$ cat src/rtl/skew_align_reg.sv
// Per-lane staircase skew / de-skew register bank with lane widening, per-lane valid,
// a travelling last tag and a drain FSM that flushes the longest lane after a tile.
module skew_align_reg #(
   parameter int unsigned CH_NUM = 9,
   parameter int unsigned DW_IN  = 8,
   parameter int unsigned DW_OUT = 9,
   parameter bit          SIGNED = 1'b1,
   parameter bit          MODE   = 1'b0
) (
   input  logic                     clk,
   input  logic                     rstn,
   input  logic                     ce,
   input  logic                     clr,
   input  logic                     in_valid,
   input  logic                     in_last,
   input  logic [CH_NUM*DW_IN-1:0]  in_data,
   output logic                     in_ready,
   output logic [CH_NUM*DW_OUT-1:0] out_data,
   output logic [CH_NUM-1:0]        out_valid,
   output logic                     out_last,
   output logic                     busy
);

   localparam int unsigned CNT_W = (CH_NUM > 1) ? $clog2(CH_NUM) : 1;

   typedef enum logic [1:0] {IDLE, RUN, DRAIN} state_t;

   state_t           state_q, state_d;
   logic [CNT_W-1:0] cnt_q, cnt_d;
   logic             accept;
   logic             tag;

   assign in_ready = ce & (state_q != DRAIN);
   assign accept   = in_valid & in_ready;
   assign tag      = accept & in_last;
   assign busy     = (state_q != IDLE);

   // FSM state and drain counter
   always_ff @(posedge clk or negedge rstn) begin
      if (!rstn) begin
         state_q <= IDLE;
         cnt_q   <= '0;
      end else begin
         state_q <= state_d;
         cnt_q   <= cnt_d;
      end
   end

   always_comb begin
      state_d = state_q;
      cnt_d   = cnt_q;
      if (clr) begin
         state_d = IDLE;
         cnt_d   = '0;
      end else if (ce) begin
         unique case (state_q)
            IDLE, RUN: begin
               if (accept) begin
                  if (in_last) begin
                     if (CH_NUM > 1) begin
                        state_d = DRAIN;
                        cnt_d   = CNT_W'(CH_NUM - 1);
                     end else begin
                        state_d = IDLE;
                     end
                  end else begin
                     state_d = RUN;
                  end
               end
            end
            DRAIN: begin
               cnt_d = cnt_q - CNT_W'(1);
               if (cnt_q == CNT_W'(1)) state_d = IDLE;
            end
            default: state_d = IDLE;
         endcase
      end
   end

   // One delay chain per lane; bubbles carry zero data and valid 0
   for (genvar k = 0; k < CH_NUM; k++) begin : g_lane
      localparam int unsigned DLY = MODE ? (CH_NUM - 1 - k) : k;

      logic [DW_IN-1:0]  lane_in;
      logic [DW_OUT-1:0] ext;
      logic [DW_OUT:0]   ins;

      assign lane_in = in_data[k*DW_IN +: DW_IN];

      if (DW_OUT > DW_IN) begin : g_ext
         assign ext = {{(DW_OUT-DW_IN){SIGNED & lane_in[DW_IN-1]}}, lane_in};
      end else begin : g_noext
         assign ext = lane_in;
      end

      assign ins = accept ? {1'b1, ext} : '0;

      if (DLY == 0) begin : g_comb
         assign out_valid[k]                  = ins[DW_OUT];
         assign out_data[k*DW_OUT +: DW_OUT]  = ins[DW_OUT-1:0];
      end else begin : g_chain
         logic [DLY-1:0][DW_OUT:0] sr_q;

         always_ff @(posedge clk or negedge rstn) begin
            if (!rstn) begin
               sr_q <= '0;
            end else if (clr) begin
               sr_q <= '0;
            end else if (ce) begin
               sr_q[0] <= ins;
               for (int i = 1; i < int'(DLY); i++) sr_q[i] <= sr_q[i-1];
            end
         end

         assign out_valid[k]                  = sr_q[DLY-1][DW_OUT];
         assign out_data[k*DW_OUT +: DW_OUT]  = sr_q[DLY-1][DW_OUT-1:0];
      end
   end

   // Last tag travels as far as the longest lane
   if (CH_NUM > 1) begin : g_last
      logic [CH_NUM-2:0] last_q;

      always_ff @(posedge clk or negedge rstn) begin
         if (!rstn) begin
            last_q <= '0;
         end else if (clr) begin
            last_q <= '0;
         end else if (ce) begin
            last_q[0] <= tag;
            for (int i = 1; i < int'(CH_NUM) - 1; i++) last_q[i] <= last_q[i-1];
         end
      end

      assign out_last = last_q[CH_NUM-2];
   end else begin : g_last_comb
      assign out_last = tag;
   end

endmodule
$ cat config.mk
export PLATFORM = sky130hd
export DESIGN_NAME = skew_align_reg
export DESIGN_NICKNAME = d
export VERILOG_FILES = /design/src/rtl/skew_align_reg.sv
export SDC_FILE = /design/constraint.sdc
export NUM_CORES = 1
export LEC_CHECK = 0
export CAP_MARGIN = 0
export CORE_ASPECT_RATIO = 1.1
export CORE_MARGIN = 1.5
export CORE_UTILIZATION = 53
export CTS_CLUSTER_DIAMETER = 150
export DETAILED_ROUTE_END_ITERATION = 8
export GPL_TIMING_DRIVEN = 0
export PLACE_DENSITY = 0.77
export SETUP_SLACK_MARGIN = 0.15
export SYNTH_ARGS = -nofsm -noshare
export SYNTH_HDL_FRONTEND = slang
export SYNTH_SLANG_ARGS = --single-unit
export TNS_END_PERCENT = 50
$ cat constraint.sdc
create_clock -name clk -period 2.5 [get_ports clk]
set_clock_uncertainty 0.2 [all_clocks]
set_input_delay 0.375 -clock clk [delete_from_list [all_inputs] [get_ports clk]]
set_output_delay 0.375 -clock clk [all_outputs]
set_load 0.02 [all_outputs]
=== Yosys cells after proc, flatten, opt, wreduce, memory -nomap -nowiden ===
Index checks and enable logic that the tools add are counted.

* Output and inout bits: 93
* Register bits: 374

* $add $sub $neg: 1
* Mux-type cells: 38
* Reduce and logical (&&, ||, !) cells: 7
* Bitwise logic cells: 3
* Equality and inequality tests: 7

{| class="wikitable"
|+ Operator list
! cell !! number
|-
| $mux W80 || 2
|-
| $mux W70 || 2
|-
| $mux W60 || 2
|-
| $mux W10 || 11
|-
| $mux W50 || 2
|-
| $mux W40 || 2
|-
| $mux W30 || 2
|-
| $mux W20 || 2
|-
| $mux W4 || 4
|-
| $mux W8 || 2
|-
| $mux W2 || 5
|-
| $ne A3 B3 Y1 const B || 3
|-
| $pmux W4 S2 || 1
|-
| $eq A4 B1 Y1 const B || 1
|-
| $pmux W2 S2 || 1
|-
| $reduce_and A4 Y1 || 1
|-
| $reduce_bool A2 Y1 || 2
|-
| $sub A4 B1 Y4 const B || 1
|-
| $and A1 B1 Y1 || 3
|-
| $reduce_and A3 Y1 || 1
|-
| $reduce_bool A3 Y1 || 1
|-
| $eq A2 B1 Y1 const B || 1
|-
| $eq A2 B2 Y1 const B || 1
|-
| $logic_not A2 Y1 || 1
|-
| 2 further kinds || 2
|}

=== Depth between registers and ports, before layout ===
Gate-level depths: netlist (run 1).

* Word-level depth: 7
* Depth in mapped cells: 6

=== Least setup slack after synthesis (run 1) ===
No wires, ideal clock.

* Kind: reg-to-output
* Start point: reg state_q[1]
* End point: out out_data[8]
* Stages on the path, launching flop included: 6
* Arrival time: 1.337 ns
* Required time: 1.925 ns
* Setup slack: 0.588 ns
* Cells stage by stage: dfrtp_1 nand2b_2 and3_1 clkbuf_1 and2_1 buf_4

* Cells in the longest elaborated chain, start to end: 4

{| class="wikitable"
|+ RTL lines
! element !! line !! text
|-
| start: declaration || 28 || <nowiki>state_t state_q, state_d;</nowiki>
|-
| start signal: assignment || 44 || <nowiki>state_q <= state_d;</nowiki>
|-
| $ne A2 B2 Y1 || 33 || <nowiki>assign in_ready = ce & (state_q != DRAIN);</nowiki>
|-
| $and A1 B1 Y1 || 33 ||
|-
| $and A1 B1 Y1 || 34 || <nowiki>assign accept = in_valid & in_ready;</nowiki>
|-
| via accept || 30 || <nowiki>logic accept;</nowiki>
|-
| $mux W10 || 96 || <nowiki>assign ins = accept ? {1'b1, ext} : '0;</nowiki>
|-
| end: declaration || 18 || <nowiki>output logic [CH_NUM*DW_OUT-1:0] out_data,</nowiki>
|}

The timed path passes the listed nets, and every way through them passes these cells.

=== Worst setup path after layout (run 1) ===
* Start point: reg state_q[1]
* End point: out busy

* Cells in the longest elaborated chain, start to end: 1

{| class="wikitable"
|+ RTL lines
! element !! line !! text
|-
| $reduce_bool A2 Y1 || 36 || <nowiki>assign busy = (state_q != IDLE);</nowiki>
|-
| end: declaration || 21 || <nowiki>output logic busy</nowiki>
|}

No other way between the ends.

==> out/results.ini, run 1 <==
[cts]
clk_pin_slew_ns = 0.06
cts_sinks = 310
cts_root_buffer = clkbuf_16
clock_latency_ns = 0.54
cts_buffers = 31
htreeDepth = 1
cts_tree = yes
clockBufferDepth = 3

[sta]
setup_viol = 0
rsz0062_at_grt = true
fmax_mhz = 413.7
finalCriticalPeriod_ns = 2.417
setup_tns_ns = 0
worst_slew_pin_slew_ns = 0.5424
fin_crit_sh_pct = 96.70
slew_violations = 0
slew_headroom_pct = 63.84
hold_viol_final = 0

[synth]
synth_commonest_cells = dfrtp_1 (310), nor2_1 (242), mux2i_1 (240)
synth_edf_count = 0
ys_ff_latch = 310
synth_compound_area_share_pct = 5.029
syn_area_per_cell_um2 = 12.33
synth_top_cell_area_share_pct = 60.54
yosysWarningCount = 0
syn_nets = 1119
netlist_top_cells_area = dfrtp_1 (61%), mux2i_1 (19%), nor2_1 (7.1%)
synth_area_mm2 = 0.01281
synth_top_family_by_area = multiplexers
async_flop_share_pct = 100.0
yosys.area_share.simple_pct = 8.095
yosys.area.top_type = dfrtp_1
synthMuxAreaShare_pct = 18.84
synth_cell_type_count = 30
syn_inst = 1039
synth_xor_xnor_area_share_pct = 0
seq_area_frac_synth_pct = 60.54
synth_adder_area_share_pct = 0.1953
yosysMostFrequentCell = dfrtp_1
synth_ff_type = dfrtp_1

[layout]
nNetsFinal = 1327
diodes = 0
drive_above_1_share_pct = 15.07
seq_area_mm2 = 0.007759
area_growth_syn_to_layout_pct = 25.22
finalInstanceArea_mm2 = 0.01605
multi_input_area_mm2 = 0.004133
n_fill_cell = 1767
final_cells = 1572
fin_util_pct = 67.71

[critical_path]
critical_path_class = register to output pin
cp-start-kind = register
crit_required_ns = 1.92
critPathMaxFanout = 4
reg2reg_depth = 6
crit_chain = or2_2 > clkdlybuf4s50_1
cp_top_family = buffers and inverters
worstPathArrival_ns = 1.84
cpPeakStageDelay_ns = 0.56
crit_slowest_cell = clkdlybuf4s50_1
reg2reg_from = state_q[0]
reg2reg_slack_ns = 0.82
reg2reg_to = g_lane[3].g_chain.sr_q[4]
end_kind = output pin
cp_num_buf_inv = 1

[drt]
vias_per_cell = 5.176
postRouteAntennaNets = 0
wl_per_cell_um = 16.52
drtIter0Drc = 320
dr.pass1.iters = 4
wl_um = 25980
vias = 8137
post-route-drc-count = 0

[global_routing]
grt_pass1_vias = 8325
grt_start_max_net_pins = 85
grt_pass1_wl_um = 42840
antenna_found_initial = 0
overflow = 0
grt_use_total_pct = 21.25

[placement]
routabilityCongestion = 0.7352
hpwl_um = 17610
place_area_mm2 = 0.01496
dp.cells = 1515
portBuffers = 168

[floorplanning]
top_level_ports = 171
initial_core_util_pct = 54.07
rows = 59
core_mm2 = 0.02370
chipWidth_um = 151.3
die_h_um = 166.1
die_area_mm2 = 0.02512

[run_status]
status = complete, no violations

[pwr]
p_clk_share_pct = 44.1
power_density_mw_per_mm2 = 662.0
p_leak_nw = 8.227
comb_power_share_pct = 7.5
intPower_mw = 8.279
ir_worst_vdd_v = 0.0005459
p_sw_share_pct = 22.05
p_sw_mw = 2.343
p_seq_share_pct = 48.4

[run]
drv_cap = 0

[worst_hold_path]
hp-start = clr
min-delay-path-class = input pin to register
holdPathStages = 3
min_to = state_q[1]

## power by group through the flow
stage	combinational [mW]	sequential, mW	clock [mW]
global placement	0.769	5.24	0
finish	0.796	5.15	4.68
detailed placement	0.794	5.24	0
global route	0.870	5.15	5.00
CTS	0.803	5.15	4.77
floorplan	0.404	5.23	0
## flip-flops by register name, indices dropped and copies added (netlist names)
signal and count:
g_lane.g_chain.sr_q 233, out_data 56, out_valid 7, state_q 2, cnt_q 4, g_last.last_q 8
## placed cells by master (no fill, tap or decap), drive strengths merged, types with 2 or more instances in the layout
| cell | synthesis | routed |
|---|---|---|
| dfrtp | 310 | 310 |
| nor2 | 242 | 242 |
| mux2i | 240 | 240 |
| clkdlybuf4s50 | 0 | 156 |
| buf | 123 | 136 |
| clkbuf | 21 | 68 |
| a22o | 65 | 65 |
| and2 | 9 | 9 |
| clkinv | 0 | 5 |
| inv | 4 | 4 |
| nand2 | 3 | 3 |
| bufinv | 0 | 3 |
| and3 | 2 | 2 |
| nor2b | 2 | 2 |
| o22ai | 2 | 2 |
| o32ai | 2 | 2 |
| ha | 2 | 2 |
| nand2b | 2 | 2 |
## layout make-up
class                      instances  area share, %
sequential                       310          48.35
multi-input combinational        581          25.76
clock buffer                      44          5.700
buffer                           144          5.848
timing repair buffer             175          11.10
clock inverter                     9         0.7642
tap                              305          2.378
inverter                           4        0.09357
## logic make-up (layout without fill, tap and decap cells)
logic type / count (synthesis) / in the layout
buffers and inverters: 148 / 376
DFF: 310 / 310
AOI/OAI and AO/OA: 75 / 75
adders and majority gates: 2 / 2
muxes: 241 / 241
and+or+nand+nor: 263 / 263
## worst reg2reg max path, cell delays in order, from the launching register on
cell and delay (ns):
dfrtp_1 0.39, nand2b_4 0.14, buf_4 0.15, and3_4 0.18, buf_6 0.15, buf_6 0.15
a22o_1 0.20
## layer usage
metal,vias to the layer above,part of all wire (%),GRT usage [%]
met5,-,0,0
met4,0,1.0,3.968
met3,20,4.8,3.736
met2,167,49,34.96
met1,4096,45,29.84
li1,3854,-,-
## worst max path at each step
stage                   end  startpoint  depth (start not counted)
3_5_place_dp    out_data[8]    in_valid                          6
6_report               busy  state_q[1]                          2
2_1_floorplan   out_data[8]  state_q[1]                          5
5_1_grt                busy  state_q[1]                          2
4_1_cts         out_data[8]  state_q[0]                          6
3_3_place_gp   out_data[66]        rstn                          1
## through the flow
stage / setup WS (ns) / power [mW] / hold slack [ns]
6_report: 0.08258 / 10.62 / 0.1110
5_1_grt: 0.03642 / 11.02 / 0.1258
3_3_place_gp: -12.27 / 6.011 / 0.2876
4_1_cts: 0.06558 / 10.72 / 0.09991
3_5_place_dp: -0.3756 / 6.029 / 0.1604
2_1_floorplan: 0.5884 / 5.632 / -0.1206
## what timing repair did
item | CTS | global route
endpoints found under the hold margin | 70 | 0
cloned | 0 | 1
setup endpoints to repair | 12 | 9
hold buffers | 1 | 0
pin swaps | 0 | 1
resized for setup | 40 | 9
buffers inserted | 2 | 0
(Power assumes the default switching activity.)
==> run 2: changes to the inputs <==
--- a/config.mk
+++ b/config.mk
@@ -5,7 +5,6 @@
 export SDC_FILE = /design/constraint.sdc
 export NUM_CORES = 1
 export LEC_CHECK = 0
-export CAP_MARGIN = 0
 export CORE_ASPECT_RATIO = 1.1
 export CORE_MARGIN = 1.5
 export CORE_UTILIZATION = 53
==> results of run 2 <==
Same layout as run 1: the final DEF is identical, and so are final timing and power.
